**src/rtl/dehaze_pkg.sv**
```systemverilog
// Shared definitions for the dehaze pipeline control blocks.
//   state_e : frame sequencer states
//   tag_t   : per-pixel tag travelling alongside the transmission datapath
package dehaze_pkg;
  localparam int INVA_W    = 9;
  localparam int T_W       = 12;
  localparam int IMG_W_DEF = 512;
  localparam int IMG_H_DEF = 512;

  typedef enum logic [1:0] {
    S_IDLE   = 2'd0,
    S_WAIT_A = 2'd1,
    S_RUN    = 2'd2,
    S_DRAIN  = 2'd3
  } state_e;

  typedef struct packed {
    logic vld;
    logic sof;
    logic eol;
    logic eof;
  } tag_t;
endpackage

```
**src/rtl/tag_delay_line.sv**
```systemverilog
// Fixed-depth delay line, async active-high reset.
//   din  : word entering this cycle
//   dout : word that entered DEPTH cycles earlier
module tag_delay_line #(
  parameter int DEPTH = 4,
  parameter int WIDTH = 4
) (
  input  logic             clk,
  input  logic             rst,
  input  logic [WIDTH-1:0] din,
  output logic [WIDTH-1:0] dout
);
  logic [DEPTH-1:0][WIDTH-1:0] pipe_q, pipe_d;

  always_comb begin
    pipe_d    = pipe_q;
    pipe_d[0] = din;
    for (int i = 1; i < DEPTH; i++) pipe_d[i] = pipe_q[i-1];
  end

  always_ff @(posedge clk or posedge rst) begin
    if (rst) pipe_q <= '0;
    else     pipe_q <= pipe_d;
  end

  assign dout = pipe_q[DEPTH-1];
endmodule

```
**src/rtl/transmission_ctrl.sv**
```systemverilog
// Frame sequencer for the transmission-estimation datapath.
//   a_valid/a_ready/a_inv* : invA triple from the atmospheric-light estimator
//   invA_*                 : frame-stable reciprocals to the datapath
//   win_valid/win_ready    : 3x3 window handshake from the line buffers
//   dp_en                  : window accepted, qualifies datapath inputs
//   t_valid/sof/eol/eof    : tags aligned to the datapath output
//   frame_done             : pulse the cycle after the last output of a frame
//   busy                   : controller out of IDLE
module transmission_ctrl
  import dehaze_pkg::*;
#(
  parameter int IMG_W   = IMG_W_DEF,
  parameter int IMG_H   = IMG_H_DEF,
  parameter int LATENCY = 4
) (
  input  logic              clk,
  input  logic              rst,
  input  logic              a_valid,
  output logic              a_ready,
  input  logic [INVA_W-1:0] a_invR,
  input  logic [INVA_W-1:0] a_invG,
  input  logic [INVA_W-1:0] a_invB,
  output logic [INVA_W-1:0] invA_R,
  output logic [INVA_W-1:0] invA_G,
  output logic [INVA_W-1:0] invA_B,
  input  logic              win_valid,
  output logic              win_ready,
  output logic              dp_en,
  output logic              t_valid,
  output logic              t_sof,
  output logic              t_eol,
  output logic              t_eof,
  output logic              frame_done,
  output logic              busy
);
  localparam int CW = $clog2(IMG_W);
  localparam int RW = $clog2(IMG_H);
  localparam int DW = $clog2(LATENCY + 1);
  localparam logic [CW-1:0] COL_LAST  = CW'(IMG_W - 1);
  localparam logic [RW-1:0] ROW_LAST  = RW'(IMG_H - 1);
  localparam logic [DW-1:0] DCNT_LAST = DW'(LATENCY - 1);

  state_e                  state_q, state_d;
  logic [CW-1:0]           col_q, col_d;
  logic [RW-1:0]           row_q, row_d;
  logic [DW-1:0]           dcnt_q, dcnt_d;
  logic [3*INVA_W-1:0]     inva_q, inva_d;
  logic [3*INVA_W-1:0]     shd_q, shd_d;
  logic                    pend_q, pend_d;
  logic                    fdone_q, fdone_d;
  logic [3*INVA_W-1:0]     a_in;
  logic                    a_hs, col_last, row_last, last_pix, drain_last;
  tag_t                    tag_in, tag_out;

  assign a_in = {a_invR, a_invG, a_invB};

  always_comb begin
    win_ready  = (state_q == S_RUN);
    dp_en      = win_valid && win_ready;
    // During a frame only one replacement triple can be parked at a time.
    a_ready    = (state_q == S_WAIT_A) ||
                 (((state_q == S_RUN) || (state_q == S_DRAIN)) && !pend_q);
    a_hs       = a_valid && a_ready;
    col_last   = (col_q == COL_LAST);
    row_last   = (row_q == ROW_LAST);
    last_pix   = dp_en && col_last && row_last;
    drain_last = (state_q == S_DRAIN) && (dcnt_q == DCNT_LAST);

    state_d = state_q;
    col_d   = col_q;
    row_d   = row_q;
    dcnt_d  = dcnt_q;
    inva_d  = inva_q;
    shd_d   = shd_q;
    pend_d  = pend_q;
    fdone_d = 1'b0;

    unique case (state_q)
      S_IDLE: state_d = S_WAIT_A;
      S_WAIT_A: begin
        if (a_hs) begin
          inva_d  = a_in;
          state_d = S_RUN;
        end
      end
      S_RUN: begin
        if (a_hs) begin
          shd_d  = a_in;
          pend_d = 1'b1;
        end
        if (dp_en) begin
          if (col_last) begin
            col_d = '0;
            row_d = row_last ? '0 : row_q + 1'b1;
          end else begin
            col_d = col_q + 1'b1;
          end
        end
        if (last_pix) begin
          state_d = S_DRAIN;
          dcnt_d  = '0;
        end
      end
      S_DRAIN: begin
        if (drain_last) begin
          // The last tag leaves the pipe now, so invA may switch safely.
          fdone_d = 1'b1;
          if (pend_q) begin
            inva_d  = shd_q;
            pend_d  = 1'b0;
            state_d = S_RUN;
          end else if (a_hs) begin
            inva_d  = a_in;
            state_d = S_RUN;
          end else begin
            state_d = S_WAIT_A;
          end
        end else begin
          dcnt_d = dcnt_q + 1'b1;
          if (a_hs) begin
            shd_d  = a_in;
            pend_d = 1'b1;
          end
        end
      end
      default: state_d = S_IDLE;
    endcase
  end

  always_ff @(posedge clk or posedge rst) begin
    if (rst) begin
      state_q <= S_IDLE;
      col_q   <= '0;
      row_q   <= '0;
      dcnt_q  <= '0;
      inva_q  <= '0;
      shd_q   <= '0;
      pend_q  <= 1'b0;
      fdone_q <= 1'b0;
    end else begin
      state_q <= state_d;
      col_q   <= col_d;
      row_q   <= row_d;
      dcnt_q  <= dcnt_d;
      inva_q  <= inva_d;
      shd_q   <= shd_d;
      pend_q  <= pend_d;
      fdone_q <= fdone_d;
    end
  end

  always_comb begin
    tag_in.vld = dp_en;
    tag_in.sof = dp_en && (row_q == '0) && (col_q == '0);
    tag_in.eol = dp_en && col_last;
    tag_in.eof = last_pix;
  end

  tag_delay_line #(.DEPTH(LATENCY), .WIDTH($bits(tag_t))) u_tags (
    .clk  (clk),
    .rst  (rst),
    .din  (tag_in),
    .dout (tag_out)
  );

  assign t_valid    = tag_out.vld;
  assign t_sof      = tag_out.sof;
  assign t_eol      = tag_out.eol;
  assign t_eof      = tag_out.eof;
  assign frame_done = fdone_q;
  assign busy       = (state_q != S_IDLE);
  assign invA_R     = inva_q[3*INVA_W-1:2*INVA_W];
  assign invA_G     = inva_q[2*INVA_W-1:INVA_W];
  assign invA_B     = inva_q[INVA_W-1:0];
endmodule

```
**config.mk**
```make
export PLATFORM = sky130hd
export DESIGN_NAME = transmission_ctrl
export DESIGN_NICKNAME = d
export VERILOG_FILES = /design/src/rtl/dehaze_pkg.sv /design/src/rtl/tag_delay_line.sv /design/src/rtl/transmission_ctrl.sv
export SDC_FILE = /design/constraint.sdc
export NUM_CORES = 1
export LEC_CHECK = 0
export BUFFER_PORTS_ARGS = -buffer_cell sky130_fd_sc_hd__buf_2
export CORE_ASPECT_RATIO = 0.9
export CORE_MARGIN = 2
export CORE_UTILIZATION = 50
export CTS_CLUSTER_SIZE = 20
export DETAILED_ROUTE_END_ITERATION = 7
export HOLD_SLACK_MARGIN = 0.15
export PLACE_DENSITY = 0.72
export SLEW_MARGIN = 15
export SYNTH_ARGS = -nofsm -noshare
export SYNTH_HDL_FRONTEND = slang
export SYNTH_SLANG_ARGS = --single-unit
```
**constraint.sdc**
```tcl
create_clock -name clk -period 4.48 [get_ports clk]
set_input_delay 0.448 -clock clk [delete_from_list [all_inputs] [get_ports clk]]
set_output_delay 0.448 -clock clk [all_outputs]
set_load 0.02 [all_outputs]
```
### After elaboration in Yosys (flattened, before gate mapping)

Cells that the tools add are included.

| word-level totals | value |
|---|---|
| output and inout bits | 36 |
| bits in latches | 0 |
| word-level logic and storage cells | 71 |
| memory bits (read-only) | 0 |
| register bits after elaboration | 95 |
| input port bits | 31 |
| RAM bits | 0 |
| memories | 0 |

| cells by class | value |
|---|---|
| $add $sub $neg | 3 |
| muxes and demuxes | 23 |
| $lt $le $gt $ge | 0 |
| $mul | 0 |
| equality and inequality tests | 10 |
| bitwise gates (word level) | 0 |
| reduce and logical (&&, ||, !) cells | 23 |
| shift operators | 0 |
| div/mod/pow operators | 0 |

Operator list:

| operator | number |
|---|---|
| two-way mux 27 bit | 5 |
| one-hot mux 27 bit (2 select lines) | 2 |
| adder 9 x 1 -> 9 bit, second input constant | 2 |
| == test 9 bit, second input constant | 2 |
| zero test 9 bit | 2 |
| two-way mux 9 bit | 2 |
| two-way mux 2 bit | 5 |
| AND reduction 3 bit | 3 |
| logical AND 1 bit | 8 |
| one-hot mux 2 bit (4 select lines) | 1 |
| two-way mux 3 bit | 2 |
| inequality test 2 bit, second input constant | 3 |
| one-hot mux 3 bit (2 select lines) | 1 |
| AND reduction 2 bit | 3 |
| nonzero test 2 bit | 3 |
| == test 2 bit, second input constant | 2 |
| two-way mux 1 bit | 4 |
| adder 3 x 1 -> 3 bit, second input constant | 1 |
| == test 3 x 2 -> 1 bit, second input constant | 1 |
| == test 2 x 1 -> 1 bit, second input constant | 1 |
| zero test 2 bit | 1 |
| logical OR 1 bit | 2 |
| inequality test 2 x 1 -> 1 bit, second input constant | 1 |
| one-hot mux 1 bit (2 select lines) | 1 |
| zero test 1 bit | 1 |

### Depth between registers and ports, before layout

| logic depth | value |
|---|---|
| depth after elaboration | 9 |
| gate-level depth with buffers | 9 |
| gate-level depth less buffers | 8 |

### Hierarchy

A second synthesis with hierarchy kept.

| second synthesis, totals | value |
|---|---|
| cell total of the unflattened synthesis | 315 |
| area, all modules | 4,296.6 µm² |

Modules (own cells, without submodules):

| module | area each (µm²) | cells an instance | instances |
|---|---|---|---|
| transmission_ctrl | 3,892.5 | 298 | 1 |
| tag_delay_line | 404.1 | 17 | 1 |

### Worst setup path before layout

Ideal clock, no wire load.

| timing | value |
|---|---|
| path type | flip-flop to flip-flop |
| from | register col_q[0] |
| to | register col_q[6] |
| cell stages (with the launch flop) | 8 |
| required time | 4.411 ns |
| period minus slack after synthesis | 1.916 ns |
| path slack | 2.564 ns |
| buffers on the path | 0 |
| arrival | 1.847 ns |
| cell sequence | dfrtp_1 -> ha_1 -> nand3_1 -> nor2_1 -> ha_1 -> nand4bb_1 -> or4_1 -> nand3_1 |

| between the ends | value |
|---|---|
| word-level cells in the longest chain between the ends | 2 |
| elaborated cells between the ends (all ways) | 3 |
| those cells by class | add/sub: 1; eq/ne: 1; mux: 1 |

Ends and longest elaborated chain:

| item | line | text |
|---|---|---|
| start, declared | transmission_ctrl.sv:44 | `logic [CW-1:0] col_q, col_d;` |
| start signal, assigned | transmission_ctrl.sv:142 | `col_q <= col_d;` |
| adder 9 x 1 -> 9 bit or == test 9 bit (tied branches) | transmission_ctrl.sv:96, transmission_ctrl.sv:64 |  |
| two-way mux 9 bit (*) | transmission_ctrl.sv:92 | `if (col_last) begin` |

Mark *: on every way between the ends. The rest lies on a longest branch, timed or not.
A chain may end at the register's enable or synchronous reset.

### Worst setup path after layout

| timing | value |
|---|---|
| from | register col_q[0] |
| to | register row_q[2] |

| between the ends | value |
|---|---|
| word-level cells in the longest chain between the ends | 2 |

Ends and longest elaborated chain:

| item | line | text |
|---|---|---|
| == test 9 bit | transmission_ctrl.sv:64 | `col_last = (col_q == COL_LAST);` |
| AND reduction 3 bit (no source line) | -- |  |
| end signal, assigned | transmission_ctrl.sv:143 | `row_q <= row_d;` |
| end, declared | transmission_ctrl.sv:45 | `logic [RW-1:0] row_q, row_d;` |

Every way passes these cells.

==> flow_metrics.tcl <==
set metrics [dict create \
    layout-drive-gt1-share_pct 44.8 \
    hold_class "primary input to async pin" \
    ys_seq_elements 95 \
    max_freq_ghz 0.387 \
    final_area_sq_um 4910 \
    cts_buffer_depth 2 \
    crit_path_start_kind "flip-flop" \
    drtAntennaViolNets 0 \
    wl_per_cell_microns 15.8 \
    grt_pass1_wl_mm 13.4 \
    nNetsFinal 425 \
    drv_slew 0 \
    synthesis.area_sq_um 4300 \
    syn_to_final_growth_pct 14.2 \
    totalWireLength_mm 8.03 \
    remaining_drc_errors 0 \
    p_sw_uw 1170 \
    dp.cells 493 \
    cpMaxStageDelayCell "nand4b_1" \
    p_leak_uw 0.00234 \
    fin_ws_ps 1900 \
    drtIter0Drc 160 \
    crit_path_end_kind "flip-flop" \
    cts_setup_buffers 0 \
    initial_core_util_pct 50.9 \
    core_sq_um 8450 \
    cp_cell_sequence "ha_1, nand3_1, nor2_1, ha_1, nand4b_1, inv_1, o21ai_0, a21o_1" \
    port_buffers 66 \
    io_pins 67 \
    cp-endpoint "row_q[2]$_DFFE_PP0P_" \
    grt_pass1_vias 2689 \
    grt_max_degree 67 \
    cts_tree "done" \
    antenna_cells 0 \
    synth_edf_count 0 \
    ctsResizeCount 0 \
    synth_flop_cell "dfrtp_1" \
    status "completed" \
    setup_viol 0 \
    vdd_drop_max_mv 0.305 \
    relSlewSlack_pct 47.2 \
    clock_latency_ps 360 \
    worstMarginPinSlew_ps 792 \
    post-dp-hpwl_mm 5.37 \
    clkSinkCount 95 \
    synthDistinctLibCells 42 \
    grtUsageMet3_pct 5.95 \
    rr_endpoint "row_q[2]$_DFFE_PP0P_" \
    postPlaceCellArea_sq_um 4700 \
    cp_common_cell "ha_1" \
    vias 2723 \
    rsz0062_at_grt "no" \
    fin_cells 510 \
    worst_hold_slack_ps 233 \
    use_met1_pct 26.5 \
    regToRegStartpoint "col_q[0]$_DFFE_PP0P_" \
    combinationalPowerShare_pct 40.9 \
    grt.busiest_layer "met2" \
    syn_nets 358 \
    row_count 32 \
    internal_power_uw 2110 \
    numCtsBuffers 9 \
    die_area_sq_um 9360 \
    gr-usage-met2_pct 27.9 \
    pre_cts_ws_ps 1790 \
    overflow 0 \
    syn_avg_cell_area_sq_um 13.5 \
    setup-tns-final_ps 0 \
    critPathArrivalTime_ps 2840 \
    worst_ep_required_time_ps 4740 \
    slowest_delay_ps 480 \
    yosysSeqAreaShare_pct 55.3 \
    hold_viol 0 \
    grt_antenna_before_repair 0 \
    fill_cells 690 \
    startpoint "col_q[0]$_DFFE_PP0P_" \
    finalClockSkew_ps 10.1 \
    reg2reg_depth 8 \
    clkPwrFrac_pct 17.2 \
    gp_congestion 0.812 \
    syn_inst 319 \
    path_max_fanout 13 \
    power_density_nw_per_um2 667 \
    fin_crit_sh_pct 57.6 \
    reg2reg_slack_ps 1900 \
    vias_per_cell 5.34 \
    track_usage_pct 18.6 \
    final_cell_mix "dfrtp_1, buf_2, mux2_2, mux2_4, o21ai_0" \
    seq_power_share_pct 41.9 \
    cts_root_buf "clkbuf_8" \
    firstDrtPassIters 4 \
    max_cap_viol_count 0 \
    hold_buffers 0 \
    htreeDepth 3 \
    finalCriticalPeriod_ps 2580 \
    layout_commonest_cell "dfrtp_1" \
    path_clk_slew_ps 100 \
    die_h_microns 92.0 \
    async_reset_ff_share_pct 100 \
    path_class "flip-flop to flip-flop" \
    dieWidth_microns 102 \
    ys_warn_count 0 \
    sw_frac_of_total_pct 35.6 \
]
[cell usage after synthesis, drive strengths merged, types with 2 or more instances]
cell     number  area (sq um)
dfrtp        95          2380
mux2         82           995
o21ai        16          80.1
inv          14          52.6
nand2        12          45.0
nand3        12          72.6
buf          10          92.6
ha            8           100
o31ai         6          45.0
a21oi         5          25.0
nor2          5          18.8
nor2b         5          31.3
nor4          5          31.3
clkbuf        4          15.0
nand3b        4          30.0
or4           4          30.0
nand2b        3          18.8
nand4         3          18.8
a21o          2          15.0
a22o          2          17.5
a31oi         2          12.5
and3          2          12.5
nand4bb       2          22.5
or3           2          12.5
or4b          2          20.0
[cells by family (layout without fill, tap and decap cells)]
logic type      after synthesis  after routing  synth area share (%)
compound gates               38             38                  5.56
fa+ha+maj                     8              8                  2.33
buf+inv                      28            100                  3.72
flops                        95             95                  55.3
mux                          83             83                  23.4
simple gates                 67             67                  9.75
[metrics by stage]
step           util, %  power (uW)
3_3_place_gp      55.6        2680
4_1_cts           58.0        3300
3_5_place_dp      55.6        2740
2_1_floorplan        -        2430
5_1_grt           58.1        3490
6_report          58.1        3280
[power by group through the flow]
stage          Combinational (uW)  Sequential [uW]  Clock (uW)
2_1_floorplan                 945             1480           0
3_3_place_gp                 1310             1370           0
3_5_place_dp                 1350             1390           0
4_1_cts                      1350             1370         577
5_1_grt                      1460             1410         620
6_report                     1340             1370         562
[critical path: cells and delay by family (launching register included)]
kind                       cells  cell delay (ps)
and+or+nand+nor                3              680
adders and majority gates      2              580
buffers and inverters          1              450
DFF                            1              410
AOI/OAI and AO/OA              2              350
[area by class of cell]
cell class                      count  area (sq um)  share of cell area (%)
Sequential cell                    95          2380                    48.4
Multi-Input combinational cell    196          1760                    35.9
Timing Repair Buffer               70           368                    7.49
Tap cell                          119           149                    3.03
Clock buffer                       10           138                    2.80
Clock inverter                      6          62.6                    1.27
Inverter                           14          55.1                    1.12
[per-layer routing]
metal | wire (microns) | part of all wire (%)
met5 | 0 | 0
met4 | 70 | 0.87
met3 | 398 | 5.0
met2 | 3770 | 47
met1 | 3800 | 47
[flip-flops by register name, indices dropped and copies added (netlist names)]
signal / count
inva_q: 27
shd_q: 27
u_tags.pipe_d: 12
col_q: 9
row_q: 9
u_tags.dout: 4
dcnt_q: 3
state_q: 2
frame_done: 1
pend_q: 1
[how the worst min path moves through the flow]
| stage | to | slack (ps) | cells past startpoint | start |
|---|---|---|---|---|
| 2_1_floorplan | u_tags.dout[0]$_DFF_PP0_ | 330 | 0 | u_tags.pipe_d[12]$_DFF_PP0_ |
| 3_3_place_gp | u_tags.dout[2]$_DFF_PP0_ | 330 | 0 | u_tags.pipe_d[14]$_DFF_PP0_ |
| 3_5_place_dp | u_tags.pipe_d[9]$_DFF_PP0_ | 330 | 0 | u_tags.pipe_d[5]$_DFF_PP0_ |
| 4_1_cts | shd_q[23]$_DFFE_PP0P_ | 300 | 2 | a_invR[5] |
| 5_1_grt | u_tags.dout[2]$_DFF_PP0_ | 280 | 2 | rst |
| 6_report | u_tags.dout[2]$_DFF_PP0_ | 230 | 2 | rst |
No activity file was read; power rests on OpenSTA's default activity.
